[src/rtl/rom_loader.sv]
// rom_loader: buffers the ioctl ROM download stream, maps image offsets onto
// the CPC / MF2 SDRAM layout and commits bytes through a req/ack write port.
module rom_loader #(
    parameter int unsigned DEPTH    = 4,
    parameter int unsigned WAIT_LVL = 3
) (
    input  logic        clk_sys,
    input  logic        nreset,
    input  logic        ioctl_download,
    input  logic [7:0]  ioctl_index,
    input  logic        ioctl_wr,
    input  logic [24:0] ioctl_addr,
    input  logic [7:0]  ioctl_dout,
    output logic        ioctl_wait,
    output logic        mem_req,
    input  logic        mem_ack,
    output logic [22:0] mem_a,
    output logic [1:0]  mem_bank,
    output logic [7:0]  mem_din,
    output logic        busy,
    output logic        done,
    output logic        overflow,
    output logic        skipped,
    output logic [24:0] byte_cnt
);

    localparam int unsigned AW = (DEPTH > 1) ? $clog2(DEPTH) : 1;
    localparam int unsigned CW = $clog2(DEPTH + 1);
    localparam int unsigned EW = 2 + 23 + 8;

    typedef enum logic [1:0] {StIdle, StLoad, StDrain, StDone} state_t;

    state_t          state_q;
    logic            rom_dl;
    logic            rom_dl_q;
    logic            rom_rise;
    logic [10:0]     seg;
    logic            seg_ok;
    logic [8:0]      map_hi;
    logic [EW-1:0]   entry;
    logic [EW-1:0]   head;
    logic [EW-1:0]   fifo_mem [DEPTH];
    logic [AW-1:0]   wr_ptr_q;
    logic [AW-1:0]   rd_ptr_q;
    logic [CW-1:0]   count_q;
    logic            full;
    logic            strobe;
    logic            push;
    logic            pop;
    logic            drop;
    logic            wait_q;

    assign rom_dl   = ioctl_download & (ioctl_index == 8'd0);
    assign rom_rise = rom_dl & ~rom_dl_q;

    assign seg    = ioctl_addr[24:14];
    assign seg_ok = (seg < 11'd8);

    // Upper SDRAM address bits for each 16 KiB image segment
    always_comb begin
        map_hi = 9'h000;
        unique case (seg[1:0])
            2'd0: map_hi = 9'h000;
            2'd1: map_hi = 9'h100;
            2'd2: map_hi = 9'h107;
            2'd3: map_hi = 9'h1ff;
            default: map_hi = 9'h000;
        endcase
    end

    assign entry = {1'b0, seg[2], map_hi, ioctl_addr[13:0], ioctl_dout};
    assign head  = fifo_mem[rd_ptr_q];
    assign full  = (count_q == CW'(DEPTH));

    assign mem_req = (count_q != '0) & ((state_q == StLoad) | (state_q == StDrain));
    assign pop     = mem_req & mem_ack;
    assign strobe  = (state_q == StLoad) & rom_dl & ioctl_wr;
    // A pop in the same cycle frees a slot, so a full FIFO still accepts
    assign push    = strobe & seg_ok & (~full | pop);
    assign drop    = strobe & seg_ok & full & ~pop;

    // Outputs are forced low when no request is presented
    assign mem_bank = mem_req ? head[32:31] : 2'b00;
    assign mem_a    = mem_req ? head[30:8]  : 23'd0;
    assign mem_din  = mem_req ? head[7:0]   : 8'd0;

    assign busy       = (state_q == StLoad) | (state_q == StDrain) |
                        ((state_q == StIdle) & rom_rise);
    assign done       = (state_q == StDone);
    assign ioctl_wait = wait_q;

    // Edge history for rom_dl; resets high so a stream already active at
    // reset release is not mistaken for a new download
    always_ff @(posedge clk_sys or negedge nreset) begin
        if (!nreset) begin
            rom_dl_q <= 1'b1;
        end else begin
            rom_dl_q <= rom_dl;
        end
    end

    // FIFO storage, pointers and occupancy
    always_ff @(posedge clk_sys or negedge nreset) begin
        if (!nreset) begin
            for (int i = 0; i < int'(DEPTH); i++) begin
                fifo_mem[i] <= '0;
            end
            wr_ptr_q <= '0;
            rd_ptr_q <= '0;
            count_q  <= '0;
        end else begin
            if (push) begin
                fifo_mem[wr_ptr_q] <= entry;
                wr_ptr_q           <= wr_ptr_q + AW'(1);
            end
            if (pop) begin
                rd_ptr_q <= rd_ptr_q + AW'(1);
            end
            if (push && !pop) begin
                count_q <= count_q + CW'(1);
            end else if (pop && !push) begin
                count_q <= count_q - CW'(1);
            end
        end
    end

    // Registered back-pressure from current occupancy
    always_ff @(posedge clk_sys or negedge nreset) begin
        if (!nreset) begin
            wait_q <= 1'b0;
        end else begin
            wait_q <= (count_q >= CW'(WAIT_LVL));
        end
    end

    // Load sequencing, committed-byte counter and sticky status flags
    always_ff @(posedge clk_sys or negedge nreset) begin
        if (!nreset) begin
            state_q  <= StIdle;
            byte_cnt <= '0;
            overflow <= 1'b0;
            skipped  <= 1'b0;
        end else begin
            unique case (state_q)
                StIdle: begin
                    if (rom_rise) begin
                        state_q  <= StLoad;
                        byte_cnt <= '0;
                        overflow <= 1'b0;
                        skipped  <= 1'b0;
                    end
                end
                StLoad: begin
                    if (!rom_dl) state_q <= StDrain;
                end
                StDrain: begin
                    if (rom_rise) begin
                        state_q <= StLoad;
                    end else if (count_q == '0) begin
                        state_q <= StDone;
                    end
                end
                StDone: state_q <= StIdle;
                default: state_q <= StIdle;
            endcase
            // Pops and strobes only happen in LOAD/DRAIN, never with the IDLE clear
            if (pop && (byte_cnt != '1)) byte_cnt <= byte_cnt + 25'd1;
            if (drop) overflow <= 1'b1;
            if (strobe && !seg_ok) skipped <= 1'b1;
        end
    end

endmodule

[config.mk]
export PLATFORM = sky130hd
export DESIGN_NAME = rom_loader
export DESIGN_NICKNAME = d
export VERILOG_FILES = /design/src/rtl/rom_loader.sv
export SDC_FILE = /design/constraint.sdc
export NUM_CORES = 1
export LEC_CHECK = 0
export CORE_UTILIZATION = 55
export DETAILED_ROUTE_END_ITERATION = 10
export GPL_TIMING_DRIVEN = 0
export PLACE_DENSITY = 0.83
export SYNTH_ARGS = -nofsm -noshare
export SYNTH_HDL_FRONTEND = slang
export SYNTH_SLANG_ARGS = --single-unit
[constraint.sdc]
create_clock -name clk_sys -period 3.3 [get_ports clk_sys]
set_clock_uncertainty 0.15 [all_clocks]
set_input_delay 0.66 -clock clk_sys [delete_from_list [all_inputs] [get_ports clk_sys]]
set_output_delay 0.66 -clock clk_sys [all_outputs]
set_load 0.02 [all_outputs]
After elaboration in Yosys (flattened, before gate mapping) --
Cells that the tools add are included.
Word-level totals: register bits 170, bits of input ports 46, output and inout port bits 64, word-level logic and storage cells 101
Operators by class: add/sub/neg operators 5, $lt $le $gt $ge 5, eq/ne operators 11, multiplexer cells 24, bitwise operators 19, reductions and logical operators 24
Operators with widths (count):
- $bwmux 132 | 1
- $mux 33 | 3
- $mux 25 | 3
- $bmux 33 s2 | 1
- $demux 33 s2 | 1
- $pmux 9 s4 | 1
- $add 25x1->25 const B | 1
- $ne 25x25->1 const B | 1
- $mux 23 | 1
- $reduce_bool 2->1 | 7
- $and 1x1->1 | 11
- $lt 11x4->1 const B | 1
- $mux 2 | 5
- $eq 2x2->1 const B | 4
- $logic_not 8->1 | 1
- $mux 8 | 1
- $pmux 2 s4 | 1
- $ge 3x3->1 const B | 2
- $mux 3 | 2
- $not 2->3 | 2
- $reduce_and 2->1 | 3
- $logic_and 1x1->1 | 5
- $add 2x1->2 const B | 2
- $eq 2x1->1 const B | 2
- 15 further kinds | 26

Logic depth before layout (Yosys ltp) --
Gate-level depths: netlist of the first run.
depth in word-level cells 10, mapped depth 11, mapped depth without buffers 11

Worst setup path after synthesis of the first run --
Ideal clock, no wire load.
path kind reg-to-reg, start register state_q[0], end register count_q[1], setup time 0.125 ns, arrival time 2.706 ns, required time 3.025 ns, setup slack 0.320 ns, stages on the path, launching flop included 9, path buffers 0, period minus slack after synthesis 2.980 ns, path through dfrtp_1 inv_1 ha_1 a2111oi_0 nor4_1 ha_1 inv_1 fa_1 mux2_2
Between the ends: word-level cells in the longest chain between the ends 9, elaborated cells between the ends (all ways) 16, those cells by class 2 x eq/ne; 1 x mux; 8 x bitwise; 5 x reduce/logical
RTL lines:
- start, declared | line 33 | state_t state_q;
- start signal, assigned | line 139 | state_q <= StIdle;
- start signal, assigned | line 147 | state_q <= StLoad;
- start signal, assigned | line 154 | if (!rom_dl) state_q <= StDrain;
- $eq 2x1->1 / $eq 2x2->1 (equally long branches) | line 75, 77
- $or 1x1->1 | line 75 | assign mem_req = (count_q != '0) & ((state_q == StLoad) | (state_q == StDrain));
- $and 1x1->1 | line 75
- $and 1x1->1 | line 76 | assign pop = mem_req & mem_ack;
- $or 1x1->1 | line 79 | assign push = strobe & seg_ok & (~full | pop);
- $and 1x1->1 (*) | line 79
- named net push | line 48 | logic push;
- $logic_not 1->1 | line 121 | end else if (pop && !push) begin
- $logic_and 1x1->1 | line 121
- $reduce_bool 2->1 (no source line)
- end signal, assigned | line 120 | count_q <= count_q + CW'(1);
- end signal, assigned | line 122 | count_q <= count_q - CW'(1);
- end, declared | line 45 | logic [CW-1:0] count_q;
Mark *: on every way through the listed nets, which the timed path passes. The rest lies on a longest branch. A chain may end at the register's enable or synchronous reset.

Worst setup path after layout of the first run --
start register state_q[0], end output port mem_din[5]
Between the ends: word-level cells in the longest chain between the ends 4, elaborated cells between the ends (all ways) 5, those cells by class 2 x eq/ne; 1 x mux; 2 x bitwise
RTL lines:
- $eq 2x1->1 / $eq 2x2->1 (equally long branches) | line 75
- $or 1x1->1 (*) | line 75
- $and 1x1->1 (*) | line 75
- $mux 8 (*) | line 85 | assign mem_din = mem_req ? head[7:0] : 8'd0;
- end, declared | line 19 | output logic [7:0] mem_din,
Every way passes the cells marked *; elsewhere a longest branch is shown, timed or not.

==> results of run 1 <==
==> metrics by stage <==
| step | setup TNS [ns] | total power, mW | std cells | cell area, sq um |
|---|---|---|---|---|
| detailed placement | -13.43 | 3.309 | 805 | 8584 |
| floorplan | 0 | 2.755 | 524 | 7259 |
| global placement | -560.93 | 3.251 | 804 | 8556 |
| CTS | 0 | 5.270 | 839 | 9226 |
| global route | -0.02112 | 5.490 | 839 | 9268 |
| finish | 0 | 5.254 | 839 | 9268 |
==> worst max-delay path: cells and delay by family, from the launching register on <==
| kind | cells | cell delay, ns |
|---|---|---|
| buffers and inverters | 3 | 0.91 |
| DFF | 1 | 0.39 |
| adders and majority gates | 1 | 0.34 |
| AOI/OAI and AO/OA | 1 | 0.20 |
| and+or+nand+nor | 1 | 0.13 |
==> power breakdown <==
group	internal, mW	total [mW]	switching, mW
logic	0.619	1.43	0.812
registers	1.83	1.97	0.142
clock network	1.15	1.85	0.698
total	3.60	5.25	1.65
==> path summary, 6_finish.rpt <==
kind	endpoint	slack, ns	cells past startpoint	from
max	mem_din[5]	0.09	6	state_q[0]
min	fifo_mem[41]	0.08	1	nreset
max reg2reg	count_q[1]	0.14	8	state_q[0]
min reg2reg	fifo_mem[34]	0.35	1	fifo_mem[34]
max in group asynchronous	rom_dl_q	2.11	2	nreset
min in group clk_sys	fifo_mem[34]	0.35	1	fifo_mem[34]
==> layer usage <==
metal	routed length, um	vias up	track usage (%)
li1	-	2185	-
met1	7214	2542	34.37
met2	8304	115	43.04
met3	609	25	5.613
met4	284	0	9.114
met5	0	-	0
==> layout by cell type, fill, tap and decap left out, types with 7 or more instances in the layout <==
master,n
dfrtp_1,140
clkdlybuf4s50_1,85
mux2_4,80
and2_1,27
mux4_2,26
mux2_2,25
nand2_1,20
clkbuf_16,17
dlymetal6s2s_1,15
inv_1,14
o21ai_0,14
nor2_1,12
nand3_1,11
nor3_1,11
buf_6,10
nand4_1,10
a21oi_1,10
and3_1,10
ha_1,10
buf_4,10
clkbuf_8,7
or3_1,7
==> what timing repair did <==
item,in CTS,in global routing
resized for setup,33,19
endpoints found under the setup margin,34,99
pin swaps,1,0
setup buffers,3,0
==> cell type report <==
class                           count  area (sq um)  area share (%)
Sequential cell                   142          3556           38.37
Timing Repair Buffer              112          1164           12.56
Tap cell                          172         215.2           2.322
Clock inverter                      6         55.05          0.5940
Inverter                           14         52.55          0.5670
Multi-Input combinational cell    339          3465           37.38
Buffer                             28         241.5           2.606
Clock buffer                       26         519.2           5.603
==> flip-flops by register name (all words and copies together) (netlist names) <==
register	count
fifo_mem	104
ioctl_wait	1
rom_dl_q	1
wr_ptr_q	2
count_q	3
byte_cnt	25
skipped	1
overflow	1
state_q	2
rd_ptr_q	2
==> cell families (layout without fill, tap and decap cells) <==
family / count (synthesis) / in the layout / synth area share (%)
AO/OA/AOI/OAI: 51 / 51 / 4.705
XOR/XNOR: 6 / 6 / 0.7239
adder cells (fa/ha/maj): 11 / 11 / 1.999
buffers and inverters: 43 / 186 / 3.482
flip-flops: 142 / 142 / 48.97
multiplexers: 136 / 136 / 29.18
other: 1 / 1 / 0.05166
AND/OR/NAND/NOR: 134 / 134 / 10.89
==> cell usage after synthesis, types with 5 or more instances <==
| cell type | n | area, sq um |
|---|---|---|
| nor2_1 | 12 | 45.04 |
| inv_1 | 14 | 52.55 |
| and3_1 | 10 | 62.56 |
| ha_1 | 10 | 125.1 |
| nand3_1 | 11 | 55.05 |
| o21ai_0 | 14 | 70.07 |
| mux2_2 | 25 | 281.5 |
| mux2_4 | 80 | 1201 |
| a211o_1 | 6 | 52.55 |
| nor4_1 | 6 | 37.54 |
| buf_6 | 8 | 90.09 |
| nand2_1 | 20 | 75.07 |
| dfrtp_1 | 141 | 3528 |
| nand4_1 | 10 | 62.56 |
| mux4_2 | 26 | 585.6 |
| and2_1 | 28 | 175.2 |
| a21o_1 | 6 | 45.04 |
| clkbuf_1 | 8 | 30.03 |
| or3_1 | 7 | 43.79 |
| buf_4 | 7 | 52.55 |
| a21oi_1 | 10 | 50.05 |
| mux2i_1 | 5 | 50.05 |
| nor3_1 | 11 | 55.05 |
==> out/metrics.cfg, run 1 <==
[place]
post-place-ws_ns=-0.4526
io_buffers=108
dpl.hpwl_um=10930
gp_congestion=0.8077

[timing]
hold_viol=0
worst_pin_slew_ns=0.9540
period_share_pct=97.35
slew_viol_final=0
fin_crit_ns=3.213
fin_ws_ns=0.08736
fmax_mhz=311.3
finalSetupViolCount=0
hold_ws_ns=0.08248
maxSlewHeadroom_pct=36.24

[grt]
grt_pass1_wl_um=26580
gr-usage-all-layers_pct=26.06
grt_pass1_vias=5031
grt_overflow=0
antenna_found_initial=0
grt_max_degree=74

[worst_hold_path]
hold_class=in2async

[critical_path]
slowest_stage=clkdlybuf4s50_1
worstPathRequired_ns=2.49
arrival_ns=2.40
crit_type=reg2out
endpoint_kind=output pin
cp_max_fo=10
startpoint_type=flop
crit_chain=inv_1, ha_1, o31a_4, clkbuf_8, and2_1, clkdlybuf4s50_1
cpPeakStageDelay_ns=0.64

[floorplan]
die_h_um=116.9
die_w_um=116.9
core_area_sq_um=12720
row_count=41
die_area_sq_um=13660
ios=110
initial_utilization_pct=57.06

[power_and_ir_drop]
p_leak_nw=4.874
powerDensity_nw_per_um2=567.0
irDropWorstVdd_uv=399.7

[synth]
synthFlopType=dfrtp_1
ys_seq_elements=142
ys_warn_count=0
ys_seq_area_share_pct=48.97
synth_edf_count=0
synth_cells=524
ys_types=50
netlist_area_sq_um=7259
async_reset_ff_share_pct=100.0
synth.avg_cell_area_sq_um=13.85
synth_nets=581

[clock_tree]
tritoncts=done
clkSinkCount=142
cts_hold_buffers=0
htree_levels=4
clockBufferDepth=2
clk_latency_ns=0.42
cts_buffers=17
clk_pin_slew_ns=0.06
root_buffer=clkbuf_16

[cells_and_area]
num-nets-final=711
fillCellCount=865
diodes=0
drive_gt1_share_pct=30.88
area_delta_synth_final_pct=27.66
fin_util_pct=72.85

[routing]
drc=0
drt_first_pass_iters=4
routedWlPerCell_um=19.56
dr_total_vias=4867
avgViaCountPerCell=5.801
routed_wirelength_um=16410
ant_nets=0
drt_iter0_markers=397

[run_status]
outcome=finished, final reports clean

[run]
max_cap_violations=0

Power figures use the tool's default switching activity.
==> run 2: changes to the inputs <==
TNS_END_PERCENT = 100   (was not set)
==> results of run 2 <==
Final layout, timing and power as in run 1 (identical DEF).
==> run 3: changes to the inputs <==
ABC_CLOCK_PERIOD_IN_PS = 3300   (was not set)
==> results of run 3 <==
Final layout, timing and power as in run 1 (identical DEF).
==> patch: new RTL, flow settings as in run 2 <==
Re-encode `state_t` (4 states) as Gray code, 2 bits wide.
--- a/src/rtl/rom_loader.sv
+++ b/src/rtl/rom_loader.sv
@@ -28,7 +28,7 @@
     localparam int unsigned CW = $clog2(DEPTH + 1);
     localparam int unsigned EW = 2 + 23 + 8;
 
-    typedef enum logic [1:0] {StIdle, StLoad, StDrain, StDone} state_t;
+    typedef enum logic [1:0] {StIdle = 2'b00, StLoad = 2'b01, StDrain = 2'b11, StDone = 2'b10} state_t;
 
     state_t          state_q;
     logic            rom_dl;
Behaviour: no difference found for any inputs over 4 cycles, from zero or initial values and one cycle with nreset low; so few cycles prove little.
==> patch against run 2 <==
- worst setup slack got worse by 0.0012 ns
- synthesized area is 5.2% lower
- routed wire length is 0.38% lower
- sequential cell count unchanged
- count of clock-buffer cells in the layout shrank 8
- design area down 3.3%
- worst hold slack worse by 0.072 ns
- critical path depth is the same
- critical path type unchanged
- highest routed layer unchanged
Power is not compared: it rests on default switching activity, and its combinational part moved more than twofold at a synthesized area within 25%.
==> patch: results (changes against run 2) <==
cells_and_area:
  num_antenna_cells: 0  # unchanged
  reg.largest.list: "fifo_mem (104), byte_cnt (25), count_q (3)"
  drive_gt1_frac: 0.3084  # -0.0004486
  fill_cells: 765  # -12%
  fin_cells: 823  # -1.9%
  fin_nets: 695  # -2.3%
sta:
  finalHoldViolations: 0  # unchanged
  finalMaxSlewViolations: 0  # unchanged
  hold-worst-slack_ns: 0.01090  # -0.07157 ns
  slew-limit-headroom: 0.5151  # +0.1526
worst_setup_path:
  r2r-end: "byte_cnt[4]"
  crit-reg2reg-launch: "byte_cnt[0]"
  cp_slowest_cell: "mux4_2"
  cp.arrival_ns: 2.40  # about the same
  critPathMaxFanout: 10  # unchanged
  max_stage_delay_ns: 0.51  # -0.13 ns
  r2r_slack_ns: 0.26  # +0.12 ns
  crit_type: "flop to output pin"
  reg2reg_depth: 7  # -1
place:
  dp_cells: 792  # -1.6%
  io_buffers: 108  # unchanged
  place.gp.congestion: 0.8702  # +7.7%
  dp_hpwl_um: 10790  # -1.3%
global_routing:
  grt_pass1_vias: 5210  # +3.6%
  antenna_found_initial: 0  # unchanged
  grt_max_degree: 96  # +30%
  grt_pass1_wl_um: 26740  # +0.62%
  grtUsageTotal: 0.2713  # +0.01071
synthesis:
  synth_common_cells: "dfrtp_1 (141), mux2_2 (105), and3_1 (37)"
  synth-xor-area-share: 0.007638  # +0.0003989
  synth_cell_types: 50  # unchanged
  syn_avg_cell_area_um2: 13.36  # -3.6%
  yosysSeqAreaShare: 0.5166  # +0.02698
  synth_area_leaders: "dfrtp_1 (51%), mux2_2 (17%), mux4_2 (8.5%)"
  async_reset_ff_frac: 1.000  # unchanged
  synthFlopType: "dfrtp_1"
  synth-adder-area-share: 0.01382  # -0.006172
  synthMuxAreaShare: 0.2584  # -0.03339
  ys_warn_count: 0  # unchanged
  synth_compound_area_frac: 0.04655  # -0.0004988
  syn-num-nets: 568  # -2.2%
power_and_ir_drop:
  ir_drop_mv: 0.4016
  p_leak_nw: 4.651
routing:
  via_per_inst: 5.950  # +2.6%
  initialDrtViolationCount: 466  # +17%
  firstDrtPassIters: 4  # unchanged
  wl_per_cell_um: 19.87  # +1.6%
clocking:
  clkSlewWorstSetupHoldPaths_ns: 0.06  # about the same
  cts_inserted_buffers: 17  # unchanged
  cts_root_buffer: "clkbuf_16"
  clk_latency_ns: 0.42  # about the same
  htree_levels: 4  # unchanged
  cts_buffer_depth: 2  # unchanged
status:
  outcome: "finished, final reports clean"
hold_path:
  hp-class: "primary input to async pin"
==> patch: changes by cell type in the layout (fill, tap and decap cells not counted), sizes merged, moves of 5 or more <==
cell | run 2 | this run
a211o | 6 | 11
a21oi | 10 | 4
and2 | 30 | 4
and3 | 10 | 37
and4 | 1 | 6
bufinv | 1 | 6
clkinvlp | 0 | 5
or3 | 7 | 2
==> patch: layout make-up <==
cell class	count	area (um^2)	share of cell area
Timing Repair Buffer	110	1144	0.1276
Inverter	11	41.29	0.004606
Multi-Input combinational cell	328	3080	0.3436
Sequential cell	142	3556	0.3967
Tap cell	168	210.2	0.02345
Clock inverter	14	240.2	0.02680
Clock buffer	18	439.2	0.04899
Buffer	32	254.0	0.02833
==> patch: per-stage QoR <==
| step | setup slack [ns] | total power, mW | area (um^2) |
|---|---|---|---|
| after global placement | -3.919 | 1.934 | 8172 |
| after CTS | 0.01643 | 4.112 | 8919 |
| final | 0.08614 | 4.099 | 8965 |
| after floorplan | 0.3791 | 1.816 | 6880 |
| after global routing | 0.002774 | 4.195 | 8965 |
| after detailed placement | -0.8033 | 1.943 | 8200 |
==> patch: cell families after synthesis <==
logic type / Yosys count
other: 1
AOI/OAI and AO/OA: 44
buffers and inverters: 45
and+or+nand+nor: 138
adders and majority gates: 7
DFF: 142
xor gates and xnor gates: 6
muxes: 132
==> patch: timing repair <==
| item | in CTS | in global routing |
|---|---|---|
| setup buffers | 1 | 0 |
| endpoints found under the hold margin | 0 | 0 |
| resized for setup | 32 | 17 |
| setup endpoints to repair | 27 | 16 |
| pin swaps | 2 | 1 |
==> patch: power breakdown <==
group	internal, mW	switching (mW)	leakage (nW)
logic	0.0708	0.0832	2.39
clock network	1.44	0.751	0.314
registers	1.75	0.00934	1.95
==> patch: worst max-delay path: cells and delay by family (launching register included) <==
kind	cells	cell delay (ns)
multiplexers	1	0.51
flip-flops	1	0.35
AND/OR/NAND/NOR	1	0.26
buffers and inverters	4	0.85
==> patch: worst max path at each step <==
stage | start | end | slack (ns) | cells past startpoint
floorplan | rd_ptr_q[0] | mem_a[18] | 0.38 | 5
global placement | nreset | fifo_mem[1] | -3.92 | 1
detailed placement | ioctl_index[5] | busy | -0.80 | 7
global route | rd_ptr_q[0] | mem_a[18] | 0.003 | 6
CTS | rd_ptr_q[0] | mem_a[14] | 0.02 | 5
finish | rd_ptr_q[0] | mem_a[18] | 0.09 | 6
==> patch: metal layers <==
layer	global-route usage	vias to the layer above	wire [um]
met5	0	-	0
met4	0.08831	0	209
li1	-	2186	-
met2	0.4760	144	8690
met1	0.3330	2548	6657
met3	0.06270	19	792
